`config.mk`:
```
export PLATFORM = sky130hd
export DESIGN_NAME = operand_fetch
export DESIGN_NICKNAME = d
export VERILOG_FILES = /design/src/rtl/operand_fetch_pkg.sv /design/src/rtl/operand_fetch_fwd_mux.sv /design/src/rtl/operand_fetch.sv
export SDC_FILE = /design/constraint.sdc
export NUM_CORES = 1
export LEC_CHECK = 0
export BUFFER_PORTS_ARGS = -buffer_cell sky130_fd_sc_hd__buf_2
export CORE_MARGIN = 4
export CORE_UTILIZATION = 35
export CTS_CLUSTER_DIAMETER = 60
export DETAILED_ROUTE_END_ITERATION = 12
export GPL_ROUTABILITY_DRIVEN = 0
export GPL_TIMING_DRIVEN = 0
export PLACE_DENSITY = 0.68
export SLEW_MARGIN = 25
export SYNTH_ARGS = -nofsm -noshare
export SYNTH_HDL_FRONTEND = slang
export SYNTH_HIERARCHICAL = 1
export SYNTH_SLANG_ARGS = --single-unit
export TNS_END_PERCENT = 30
```
`constraint.sdc`:
```
create_clock -name clk -period 3.7 [get_ports clk]
set_input_delay 0.37 -clock clk [delete_from_list [all_inputs] [get_ports clk]]
set_output_delay 0.37 -clock clk [all_outputs]
set_load 0.05 [all_outputs]
```
`src/rtl/operand_fetch_pkg.sv`:
```
// Shared widths and register-file constants for the operand fetch slice.
package operand_fetch_pkg;

  localparam int unsigned DATA_W = 32;
  localparam int unsigned REG_AW = 5;
  localparam logic [REG_AW-1:0] REG_ZERO = 5'd0;

  function automatic logic reg_hit(input logic en, input logic [REG_AW-1:0] a,
                                   input logic [REG_AW-1:0] b);
    return en && (a == b);
  endfunction

endpackage

```
`src/rtl/operand_fetch_fwd_mux.sv`:
```
// Three-source operand select: $0 guard, then MEM forward, WB forward, register file.
module fwd_mux
  import operand_fetch_pkg::*;
(
  input  logic [REG_AW-1:0] src_i,
  input  logic              mem_wr_i,
  input  logic [REG_AW-1:0] mem_dest_i,
  input  logic [DATA_W-1:0] mem_data_i,
  input  logic              wb_wr_i,
  input  logic [REG_AW-1:0] wb_dest_i,
  input  logic [DATA_W-1:0] wb_data_i,
  input  logic [DATA_W-1:0] rf_data_i,
  output logic [DATA_W-1:0] data_o
);

  always_comb begin
    data_o = rf_data_i;
    if (src_i == REG_ZERO)
      data_o = '0;
    else if (reg_hit(mem_wr_i, mem_dest_i, src_i))
      data_o = mem_data_i;
    else if (reg_hit(wb_wr_i, wb_dest_i, src_i))
      // WB write lands this cycle and is not yet visible on the read port.
      data_o = wb_data_i;
  end

endmodule

```
`src/rtl/operand_fetch.sv`:
```
// ID->EX operand fetch: forwarding select, load-use bubble insertion and ID/EX register.
module operand_fetch
  import operand_fetch_pkg::*;
#(
  parameter int unsigned CTRL_W = 16,
  parameter int unsigned CNT_W  = 16
) (
  input  logic              clk,
  input  logic              reset,
  input  logic              id_valid,
  input  logic [4:0]        id_rs,
  input  logic [4:0]        id_rt,
  input  logic              id_use_rs,
  input  logic              id_use_rt,
  input  logic [4:0]        id_dest,
  input  logic              id_is_load,
  input  logic [CTRL_W-1:0] id_ctrl,
  output logic              id_stall,
  output logic [4:0]        rf_addr1,
  output logic [4:0]        rf_addr2,
  input  logic [31:0]       rf_data1,
  input  logic [31:0]       rf_data2,
  input  logic              mem_wr,
  input  logic [4:0]        mem_dest,
  input  logic [31:0]       mem_data,
  input  logic              wb_wr,
  input  logic [4:0]        wb_dest,
  input  logic [31:0]       wb_data,
  input  logic              ex_hold,
  input  logic              flush,
  output logic              ex_valid,
  output logic [31:0]       ex_a,
  output logic [31:0]       ex_b,
  output logic [4:0]        ex_dest,
  output logic              ex_is_load,
  output logic [CTRL_W-1:0] ex_ctrl,
  output logic [CNT_W-1:0]  lu_stall_cnt
);

  logic              ex_valid_q, ex_valid_d;
  logic [DATA_W-1:0] ex_a_q, ex_a_d, ex_b_q, ex_b_d;
  logic [REG_AW-1:0] ex_dest_q, ex_dest_d;
  logic              ex_load_q, ex_load_d;
  logic [CTRL_W-1:0] ex_ctrl_q, ex_ctrl_d;
  logic [CNT_W-1:0]  cnt_q, cnt_d;
  logic [DATA_W-1:0] opa, opb;
  logic              lu;

  assign rf_addr1 = id_rs;
  assign rf_addr2 = id_rt;

  fwd_mux u_fwd_a (
    .src_i(id_rs), .mem_wr_i(mem_wr), .mem_dest_i(mem_dest), .mem_data_i(mem_data),
    .wb_wr_i(wb_wr), .wb_dest_i(wb_dest), .wb_data_i(wb_data), .rf_data_i(rf_data1),
    .data_o(opa)
  );

  fwd_mux u_fwd_b (
    .src_i(id_rt), .mem_wr_i(mem_wr), .mem_dest_i(mem_dest), .mem_data_i(mem_data),
    .wb_wr_i(wb_wr), .wb_dest_i(wb_dest), .wb_data_i(wb_data), .rf_data_i(rf_data2),
    .data_o(opb)
  );

  assign lu = id_valid && ex_valid_q && ex_load_q && (ex_dest_q != REG_ZERO) &&
              (reg_hit(id_use_rs, id_rs, ex_dest_q) || reg_hit(id_use_rt, id_rt, ex_dest_q));

  assign id_stall = (lu || ex_hold) && !flush;

  always_comb begin
    ex_valid_d = ex_valid_q;
    ex_a_d     = ex_a_q;
    ex_b_d     = ex_b_q;
    ex_dest_d  = ex_dest_q;
    ex_load_d  = ex_load_q;
    ex_ctrl_d  = ex_ctrl_q;
    cnt_d      = cnt_q;
    if (flush || (!ex_hold && lu)) begin
      ex_valid_d = 1'b0;
      ex_a_d     = '0;
      ex_b_d     = '0;
      ex_dest_d  = '0;
      ex_load_d  = 1'b0;
      ex_ctrl_d  = '0;
      // Only a bubble that actually enters EX is counted.
      if (!flush && cnt_q != '1)
        cnt_d = cnt_q + CNT_W'(1);
    end else if (!ex_hold) begin
      ex_valid_d = id_valid;
      ex_a_d     = opa;
      ex_b_d     = opb;
      ex_dest_d  = id_dest;
      ex_load_d  = id_is_load;
      ex_ctrl_d  = id_ctrl;
    end
  end

  always_ff @(posedge clk or posedge reset) begin
    if (reset) begin
      ex_valid_q <= 1'b0;
      ex_a_q     <= '0;
      ex_b_q     <= '0;
      ex_dest_q  <= '0;
      ex_load_q  <= 1'b0;
      ex_ctrl_q  <= '0;
      cnt_q      <= '0;
    end else begin
      ex_valid_q <= ex_valid_d;
      ex_a_q     <= ex_a_d;
      ex_b_q     <= ex_b_d;
      ex_dest_q  <= ex_dest_d;
      ex_load_q  <= ex_load_d;
      ex_ctrl_q  <= ex_ctrl_d;
      cnt_q      <= cnt_d;
    end
  end

  assign ex_valid     = ex_valid_q;
  assign ex_a         = ex_a_q;
  assign ex_b         = ex_b_q;
  assign ex_dest      = ex_dest_q;
  assign ex_is_load   = ex_load_q;
  assign ex_ctrl      = ex_ctrl_q;
  assign lu_stall_cnt = cnt_q;

endmodule
```
==> results of run 1 <==
-- cells in the final DEF (no fill, tap or decap), types with 3 or more instances in the layout --
master	instances
a211oi_1	36
a311oi_1	8
a311oi_2	20
a32o_1	36
and3_1	6
and4_1	3
buf_1	3
buf_2	308
buf_4	10
buf_6	7
clkbuf_1	71
clkbuf_16	9
dfrtp_1	103
inv_8	3
nand2_1	112
nand3_1	45
nand4_1	39
nor2_1	5
nor3_1	66
nor4_1	3
o21ai_0	62
o22a_1	36
o22ai_2	50
or2_1	3
or4_1	3
xnor2_1	32
xor2_1	11
-- where the power goes --
part / leakage [nW] / switching [W] / internal (W)
combinational: 2.52 / 0.000688 / 0.000303
sequential: 1.38 / 0.0000387 / 0.00118
clock: 0.148 / 0.000514 / 0.000480
-- path summary, 6_finish.rpt --
check | to | slack (ns)
setup / recovery | id_stall | 0.56
hold / removal | ex_b[26] | 0.05
setup reg to reg | ex_a[1] | 1.27
hold reg to reg | lu_stall_cnt[9] | 0.49
max in group asynchronous | ex_b[23] | 3.00
min in group clk | ex_ctrl[11] | 0.27
-- stage by stage --
step	hold slack, ns	utilization
after floorplan	0.5129	-
after global placement	0.4706	0.4452
after detailed placement	0.4561	0.4468
after CTS	0.06763	0.4615
after global routing	0.09247	0.4615
final	0.05229	0.4615
-- cell type report --
type                            instances  area, um^2  share of cell area
Tap cell                              270       337.8             0.03606
Clock inverter                          7       72.57            0.007747
Timing Repair Buffer                  290        1474              0.1573
Multi-Input combinational cell        590        4138              0.4417
Buffer                                110       526.8             0.05623
Clock buffer                            9       225.2             0.02404
Inverter                                3       16.27            0.001736
Sequential cell                       103        2577              0.2751
-- logic make-up after synthesis --
logic type,after synthesis
mux,1
fa+ha+maj,1
simple gates,290
buf+inv,113
compound gates,253
xor+xnor,45
flops,103
-- synthesized netlist by cell type, drive strengths merged --
cell	count	area share
nor3	66	0.046
dfrtp	103	0.36
a311oi	28	0.051
ha	1	0.0017
buf	39	0.036
clkbuf	71	0.037
o21ai	64	0.044
a21oi	1	0.0012
a32o	36	0.050
and3	6	0.0052
a211oi	36	0.037
clkinv	1	0.00052
nand3	45	0.031
xor2	11	0.013
and4bb	2	0.0034
or2	3	0.0026
nor4	3	0.0026
o22a	36	0.043
nand3b	1	0.0010
mux2	1	0.0016
nand4	39	0.034
and4	3	0.0036
nor2	6	0.0041
nand2	112	0.058
xnor2	34	0.043
o2111ai	1	0.0021
inv	2	0.0010
nor2b	1	0.00086
or4	3	0.0031
o22ai	51	0.087
-- state kept, by name, summed over array words and instances, names as in the netlist --
name          count
ex_dest           5
ex_is_load        1
ex_b             32
ex_valid          1
ex_ctrl          16
ex_a             32
lu_stall_cnt     16
-- per-layer routing --
metal / GRT usage / wire length, um
met3: 0.06200 / 2769
met2: 0.4043 / 14280
met5: 0 / 7
met1: 0.3260 / 12800
met4: 0.08733 / 974
==> results by group, run 1 <==
Timing
  • Slew HR: 0.4550
  • Clock Skews: 0.01296 ns
  • Crit share post-route: 0.8486
  • Setup WS post-layout: 0.5602 ns
  • Setup TNS Final: 0 ns
  • Minimum clock period: 3.140 ns
  • RSZ-0062 raised after global routing: false
  • Slew at the pin closest to its max-slew limit: slightly above 0.8 ns
  • Final setup violation count: 0
  • Fmax achieved: ~320 MHz
  • Final hold vios: 0
  • Max-slew violation count: 0

Drt
  • Pre-antenna DRT Iters: 6
  • Initial DRC Count: 816
  • Vias: 8,041
  • DRC viols: 0
  • Final WL: 30.83 mm
  • Avg WL per Cell: 22.31 um
  • ANT nets after route: 0
  • DR vias/cell: 5.818

Floorplanning
  • Die height: 152.0 um
  • # IOs: 293
  • CORE AREA: 20,300 um^2
  • Row cnt: 52
  • Starting density of the core: 0.3573
  • Die W: 152.0 um
  • Die area: 23,090 um^2

Worst setup path
  • Critical-path top delay cell: dfrtp_1
  • Critical Path End Type: output pin
  • Critical path class: register to output pin
  • WP data required: 3.33 ns
  • Critical Path Stages: 8
  • Worst-path fanout max: 10
  • Buf/Inv on CP: 2
  • Reg-to-reg startpoint: ex_dest[0]
  • Startpoint Class: register
  • Slowest stage delay, CP: 0.49 ns
  • Most frequent CP cell: buf_2
  • Critical path cell sequence: xor2_1 -> nor4_1 -> nand3_1 -> a21oi_2 -> nor2_4 -> buf_2 -> nor2_1 -> buf_2
  • Delay-heaviest family, CP: simple AND/OR/NAND/NOR gates
  • CP startpoint: ex_dest[0]
  • Crit path DAT: 2.77 ns
  • Path depth of the worst reg2reg path: 7

Global route
  • GRT Resource Usage Total: 0.2496
  • Largest net degree at the start of global routing: 54
  • Initial antenna violation count: 1
  • Global-route wire length before repair: between 40 and 50 mm
  • Global route total overflow: 0
  • Vias in the first global route: 7,759

Logic synthesis
  • Post-Synthesis Cells: 806
  • Ys Warns: 6
  • Post-synthesis mux area share: 0.001553
  • Synth Area in Compound Gates: 0.3160
  • Number of synthesized register bits: 103
  • Largest family of logic cells by synthesized area: compound AO/OA/AOI/OAI gates
  • Mapped cell area: roughly 7300 um^2
  • Adder-Cell Fraction of Synth Area: 0.001725
  • Synth Area in Simple Gates: 0.1948
  • Synth unique cells: 38
  • Syn Area/Cell: roughly 9 um^2
  • Syn nets: between 900 and 1,000
  • Register area share after synthesis: 0.3554
  • XOR/XNOR Fraction of Synth Area: 0.05641

Clocking
  • Total CTS buffers: 9
  • PostCTS Resize Cnt: 0
  • CTS tree: done
  • Post-CTS setup buffer count: 0
  • Root buffer cell: clkbuf_16
  • Clock sinks: 103
  • Reg clk slew, reported paths: about 0.080 ns
  • Clock Path Buffers: 2
  • Post-CTS Hold Fix Bufs: 0
  • H-tree levels: 3
  • Worst skew pair latency: 0.36 ns

Power
  • Tot Pwr: 0.003206 W
  • Worst VDD drop: 215.1 uV
  • Static Leak: between 4 and 5 nW
  • Pwr/cell area: ~340 nW/um^2

Placed design
  • Final HPWL DP: about 24 mm
  • DP Area: just over 9000 um^2
  • # port buffers: 289
  • Post-place setup slack: 0.9366 ns
  • Placed cell count: 1,366

Cells and area
  • Final Instance Count excl. Fillers: 1,382
  • Layout cell share with drive strength beyond 1: 0.3786
  • Nets: about 1,300
  • Synth-to-Final Area Change: 29.15%
  • Fillers: 2,071
  • Diode count: 0
  • Final Instance Area: 9368 um^2

Status
  • Status: complete, no violations

Run
  • Max Cap Viol: 0

Worst hold path
  • HP Class: input pin to async pin
No activity file was read; power rests on OpenSTA's default activity.
==> run 2, diff against run 1 <==
- PLACE_DENSITY: 0.68 -> 0.7
- clock period: 3.7 -> 2.65 ns (I/O delays scaled with it)
==> run 2 against run 1 <==
  * Sequential cell count unchanged
  * Routed wire length about the same
  * Worst hold slack improved by 0.098 ns
  * Highest routed layer unchanged
==> results by group, run 2 (synthesis results as in run 1) <==
Cells and area
  • Most common cell after layout, fill and taps aside: buf_2
  • Fillers: between 2,000 and 2,500
  • Layout cell share with drive strength beyond 1: 0.3880
  • Final Instance Count excl. Fillers: 1,392
  • Most frequent cells in the layout: 306 x buf_2, 112 x nand2_1, 100 x dfrtp_1, 71 x clkbuf_1, 65 x nor3_1
  • Nets: 1,296
  • Synth-to-Final Area Change: 30.90%

Worst setup path
  • WP data required: 2.38 ns
  • Critical path class: register to output pin
  • Startpoint Class: register
  • Critical Path End Type: output pin
  • Crit path DAT: 2.24 ns
  • Worst-path fanout max: 10

Floorplanning
  • Die height: 152.0 um
  • # IOs: just under 300
  • Die W: ~150 um
  • Row cnt: 52
  • CORE AREA: 20,300 um^2
  • Die area: 23,090 um^2
  • Starting density of the core: 0.3573

Status
  • Status: complete, no violations

Timing
  • Slew at the pin closest to its max-slew limit: 0.8381 ns
  • Clock Skews: 0.007702 ns
  • Final setup violation count: 0
  • Slew HR: 0.4412
  • Fmax achieved: ~400 MHz
  • Crit share post-route: 0.9440
  • Minimum clock period: 2.502 ns
  • Max-slew violation count: 0
  • RSZ-0062 raised after global routing: false
  • Final hold vios: 0

Drt
  • Avg WL per Cell: 22.17 um
  • Final WL: 30.86 mm
  • Pre-antenna DRT Iters: 5
  • Vias: 8,106
  • DR vias/cell: 5.823
  • DRC viols: 0
  • ANT nets after route: 0
  • Initial DRC Count: 715

Placed design
  • Placed cell count: 1,368
  • Final HPWL DP: 24.53 mm
  • # port buffers: 289

Clocking
  • Reg clk slew, reported paths: about 0.08 ns
  • Total CTS buffers: 9
  • H-tree levels: 3
  • Root buffer cell: clkbuf_16
  • Worst skew pair latency: roughly 0.36 ns
  • Clock sinks: 103
  • CTS tree: done
  • Clock Path Buffers: 2

Power
  • Combinational share of power: 0.314
  • Internal power: ~0.0027 W
  • Pwr/cell area: 470.3 nW/um^2
  • Static Leak: 4.085 nW
  • Psw: ~0.0017 W
  • Tot Pwr: 0.004465 W
  • Clock network fraction of total power: 0.304
  • Worst VDD drop: 311.4 uV
  • Switch share: 0.3847
  • Sequential share of power: 0.382

Worst hold path
  • HP Class: input pin to register

Global route
  • Largest net degree at the start of global routing: 30
  • Vias in the first global route: 7,949
  • GRT Resource Usage Total: 0.2558
  • Global route total overflow: 0
  • Initial antenna violation count: 6
  • Global-route wire length before repair: roughly 47 mm

Run
  • Max Cap Viol: 0
[run 2: cell count changes in the layout (fill, tap and decap cells not counted), sizes merged]
cell / change
buf: +8
clkinv: -2
clkinvlp: +3
diode: +1
dlygate4sd3: +1
inv: -1
[run 2: cell type report]
| class | instances | area, um^2 | share of cell area |
|---|---|---|---|
| Antenna cell | 1 | 2.502 | 0.0002636 |
| Buffer | 110 | 533.0 | 0.05614 |
| Clock buffer | 9 | 225.2 | 0.02372 |
| Clock inverter | 7 | 65.06 | 0.006853 |
| Inverter | 3 | 15.01 | 0.001581 |
| Multi-Input combinational cell | 590 | 4159 | 0.4381 |
| Sequential cell | 103 | 2581 | 0.2719 |
| Tap cell | 270 | 337.8 | 0.03558 |
| Timing Repair Buffer | 299 | 1575 | 0.1659 |
[run 2: critical path, cell delays in order, from the launching register on]
cell and delay [ns]:
dfrtp_2 0.46, xor2_1 0.18, nor4_2 0.31, nand3_1 0.18, a21oi_4 0.23, nor2_4 0.06
buf_6 0.18, nor2_2 0.10, buf_6 0.17
[run 2: worst paths after layout]
path	start	end	slack, ns	cells after the start
setup / recovery	ex_dest[0]	id_stall	0.15	8
hold / removal	id_ctrl[15]	ex_ctrl[15]	0.15	2
setup reg to reg	ex_dest[0]	ex_dest[1]	0.23	10
hold reg to reg	ex_a[22]	ex_a[22]	0.49	1
max in group asynchronous	reset	ex_a[23]	1.12	6
min in group asynchronous	reset	lu_stall_cnt[13]	0.54	3
[run 2: power by group through the flow]
stage	registers (W)	clock network, W	logic [W]
after global routing	0.00172	0.00144	0.00149
after floorplan	0.00202	0	0.000596
after detailed placement	0.00174	0	0.00138
final	0.00171	0.00136	0.00140
after CTS	0.00171	0.00140	0.00138
after global placement	0.00174	0	0.00135
[run 2: metrics by stage]
step	setup TNS (ns)	worst slack (ns)	util	cell area, um^2	hold slack, ns
floorplan	-0.03249	-0.03249	-	7257	0.4079
global placement	-0.09543	-0.09543	0.4454	9041	0.4677
detailed placement	-0.1315	-0.1315	0.4487	9109	0.3891
CTS	0	0.007631	0.4652	9443	0.1363
global route	0	0.03272	0.4677	9494	0.1681
finish	0	0.1484	0.4677	9494	0.1504
[run 2: what timing repair did]
action                                  4_1_cts  5_1_grt
pin swaps                                     2        3
resized for setup                             4        7
hold buffers                                  1        0
endpoints found under the setup margin        1        4
setup buffers                                 2        4
hold endpoints to repair                     20        0
[run 2: per-layer routing]
metal  GRT usage  vias up  wire length (um)  part of all wire
met5           0        -                40            0.0013
met4      0.1117        8              1368             0.044
met3     0.06200       83              2835             0.092
met2      0.4007      502             13820              0.45
met1      0.3373     3820             12800              0.41
li1            -     3693                 -                 -
==> run 3, diff against run 2 <==
- ABC_AREA: not set -> 1
- RECOVER_POWER: not set -> 25
==> run 3 against run 2 <==
  * Final area up 2.3%
  * Clock-buffer cell count up 1
  * Combinational power up 10%
  * Global-route usage down 2.5 points
  * Die area up 4.1%
  * Total power up 5.8%
  * Setup slack better by 0.29 ns
  * Maximum frequency up 13%
  * Non-clock buffer count down 31
  * Synthesized cell count up 46%
  * Largest cell class unchanged
  * Highest routed layer unchanged
==> results by group, run 3 <==
Status
  • Status: complete, no violations

Logic synthesis
  • Ys Warns: 6
  • EDFF count, synth: 0
  • Async SR Flop Fraction: 1.000
  • Syn nets: 1,360
  • Largest cells by area after synthesis: dfrtp_1 34%, nand2_1 22%, nand3_1 6.4%
  • Syn Area/Cell: between 6 and 7 um^2
  • Leading cell type by number of instances after synthesis: nand2_1
  • Mapped cell area: between 7000 and 8000 um^2
  • Number of synthesized register bits: 103
  • Synth unique cells: 29
  • Post-synth top cells: 436 x nand2_1, 113 x nor2_1, 106 x inv_1
  • Register area share after synthesis: 0.3408
  • Synth Flop Type: dfrtp_1
  • Synth area leader: dfrtp_1
  • Post-Synthesis Cells: 1,180
  • Synth top area share: 0.3408

Timing
  • Slew at the pin closest to its max-slew limit: a little under 1 ns
  • Setup TNS Final: 0 ns
  • Minimum clock period: 2.208 ns
  • Fmax achieved: 452.9 MHz
  • Final hold vios: 0
  • Crit share post-route: 0.8333
  • Clock Skews: 0.01101 ns
  • Final setup violation count: 0
  • RSZ-0062 raised after global routing: false
  • Max-slew violation count: 0
  • Hold_ws: 0.1491 ns
  • Slew HR: 0.3393

Worst setup path
  • Slowest stage delay, CP: 0.47 ns
  • Most frequent CP cell: buf_2
  • Worst-path fanout max: 10
  • Critical Path End Type: output pin
  • Critical-path top delay cell: nor2_1
  • Startpoint Class: input pin
  • Buf/Inv on CP: 5
  • Delay-heaviest family, CP: buffers and inverters
  • WP data required: 2.38 ns
  • Critical path cell sequence: buf_2 -> nor2_1 -> inv_2 -> buf_2 -> buf_2 -> o21ai_0 -> buf_2
  • Critical path class: input pin to output pin
  • Crit path DAT: 1.94 ns

Drt
  • Final WL: 28.62 mm
  • Avg WL per Cell: 16.17 um
  • Pre-antenna DRT Iters: 5
  • Initial DRC Count: approximately 570
  • DR vias/cell: just under 5
  • DRC viols: 0
  • Vias: 8,675
  • ANT nets after route: 0

Clocking
  • PostCTS Resize Cnt: 0
  • Post-CTS setup buffer count: 0
  • Worst skew pair latency: 0.35 ns
  • CTS tree: done
  • Clock sinks: 103
  • Clock Path Buffers: 2
  • Reg clk slew, reported paths: 0.08 ns
  • Total CTS buffers: 9
  • Root buffer cell: clkbuf_16
  • H-tree levels: 3

Worst hold path
  • HP Class: input pin to register

Global route
  • GRT Resource Usage Total: 0.2308
  • Vias in the first global route: 8,343
  • Largest net degree at the start of global routing: 30
  • Initial antenna violation count: 2
  • Global route total overflow: 0
  • Global-route wire length before repair: ~44 mm

Placed design
  • Final HPWL DP: 22.35 mm
  • Placed cell count: between 1,500 and 2,000
  • # port buffers: 292
  • DP Area: around 9400 um^2

Cells and area
  • Nets: 1,667
  • Final Instance Count excl. Fillers: approximately 1,800
  • Final Instance Area: 9712 um^2
  • Fillers: around 2,300
  • Most common cell after layout, fill and taps aside: nand2_1
  • Synth-to-Final Area Change: 28.40%
  • Layout cell share with drive strength beyond 1: 0.3023
  • Most frequent cells in the layout: 436 x nand2_1, 323 x buf_2, 113 x nor2_1, 105 x inv_1, 103 x dfrtp_1

Floorplanning
  • Die area: roughly 24,000 um^2
  • # IOs: 293
  • Row cnt: 53
  • Starting density of the core: 0.3575
  • CORE AREA: 21,150 um^2
  • Die W: between 150 and 200 um
  • Die height: 155.0 um

Power
  • Static Leak: 5.649 nW
  • Worst VDD drop: 311.7 uV
  • Tot Pwr: 0.004726 W
  • Pwr/cell area: 486.6 nW/um^2

Run
  • Max Cap Viol: 0
==> run 3: cell types whose count changed in the layout (fill, tap and decap cells not counted), sizes merged, moves of 36 or more <==
| cell | delta |
|---|---|
| o22a | -36 |
| nor2 | +158 |
| a211oi | -36 |
| clkbuf | -45 |
| o22ai | -49 |
| a21oi | +47 |
| nand2 | +327 |
| nand3 | +57 |
| a32o | -36 |
| inv | +117 |
| nor3 | -60 |
==> run 3: per-stage QoR <==
step,setup WS (ns),util
floorplan,0.1037,-
global placement,0.2575,0.4431
detailed placement,0.4812,0.4459
CTS,0.4795,0.4609
global route,0.3414,0.4589
finish,0.4418,0.4591
==> run 3: cells by family (layout without fill, tap and decap cells) <==
group,Yosys count,count (layout),synth area share
simple gates,780,780,0.4624
buf+inv,204,516,0.1300
flops,103,103,0.3408
compound gates,84,84,0.05591
xor+xnor,8,8,0.009264
fa+ha+maj,1,1,0.001654
other cells,0,3,0
==> run 3: what timing repair did <==
item                                    4_1_cts  5_1_grt
endpoints found under the setup margin        0        0
hold endpoints to repair                     21        0
hold buffers                                  1        0
==> run 3: final timing paths <==
path                            startpoint         end  depth (start not counted)  slack [ns]
max in group asynchronous            reset    ex_a[14]                          5        0.63
min in group asynchronous            reset  ex_ctrl[0]                          3        0.62
worst min register to register     ex_a[0]     ex_a[0]                          2        0.48
worst max register to register  ex_dest[2]    ex_a[31]                         10        0.88
worst min-delay path            id_ctrl[0]  ex_ctrl[0]                          3        0.15
worst max-delay path                 flush    id_stall                          7        0.44
==> run 3: metal layers <==
metal	share of wire	wire length (um)	vias up	track usage
met2	0.47	13480	370	0.3841
li1	-	-	4321	-
met4	0.024	680	2	0.06770
met3	0.085	2428	47	0.05424
met1	0.42	12020	3935	0.2995
met5	0.00045	13	-	0
==> run 3: worst register-to-register path, stage by stage (launching register included) <==
cell	delay, ns
dfrtp_1	0.43
inv_1	0.10
nand2_1	0.07
nand2_1	0.05
nor2_1	0.08
nand3_1	0.07
nand2_1	0.12
nand2_1	0.08
nand2_1	0.23
buf_2	0.29
o21ai_0	0.12
==> run 3: cell type report <==
| type | count | area, um^2 | area share |
|---|---|---|---|
| Sequential cell | 103 | 2577 | 0.2654 |
| Inverter | 122 | 460.4 | 0.04741 |
| Clock buffer | 10 | 239.0 | 0.02461 |
| Clock inverter | 6 | 67.56 | 0.006957 |
| Buffer | 82 | 524.3 | 0.05398 |
| Tap cell | 275 | 344.1 | 0.03543 |
| Multi-Input combinational cell | 873 | 4003 | 0.4121 |
| Antenna cell | 3 | 7.507 | 0.0007730 |
| Timing Repair Buffer | 296 | 1489 | 0.1533 |
==> run 3: power by group <==
part / switching, W / leakage, nW / internal (W) / total (W)
Sequential: 0.000102 / 1.36 / 0.00169 / 0.00179
Combinational: 0.00110 / 4.14 / 0.000431 / 0.00154
Clock: 0.000637 / 0.145 / 0.000763 / 0.00140
Total: 0.00184 / 5.65 / 0.00288 / 0.00473
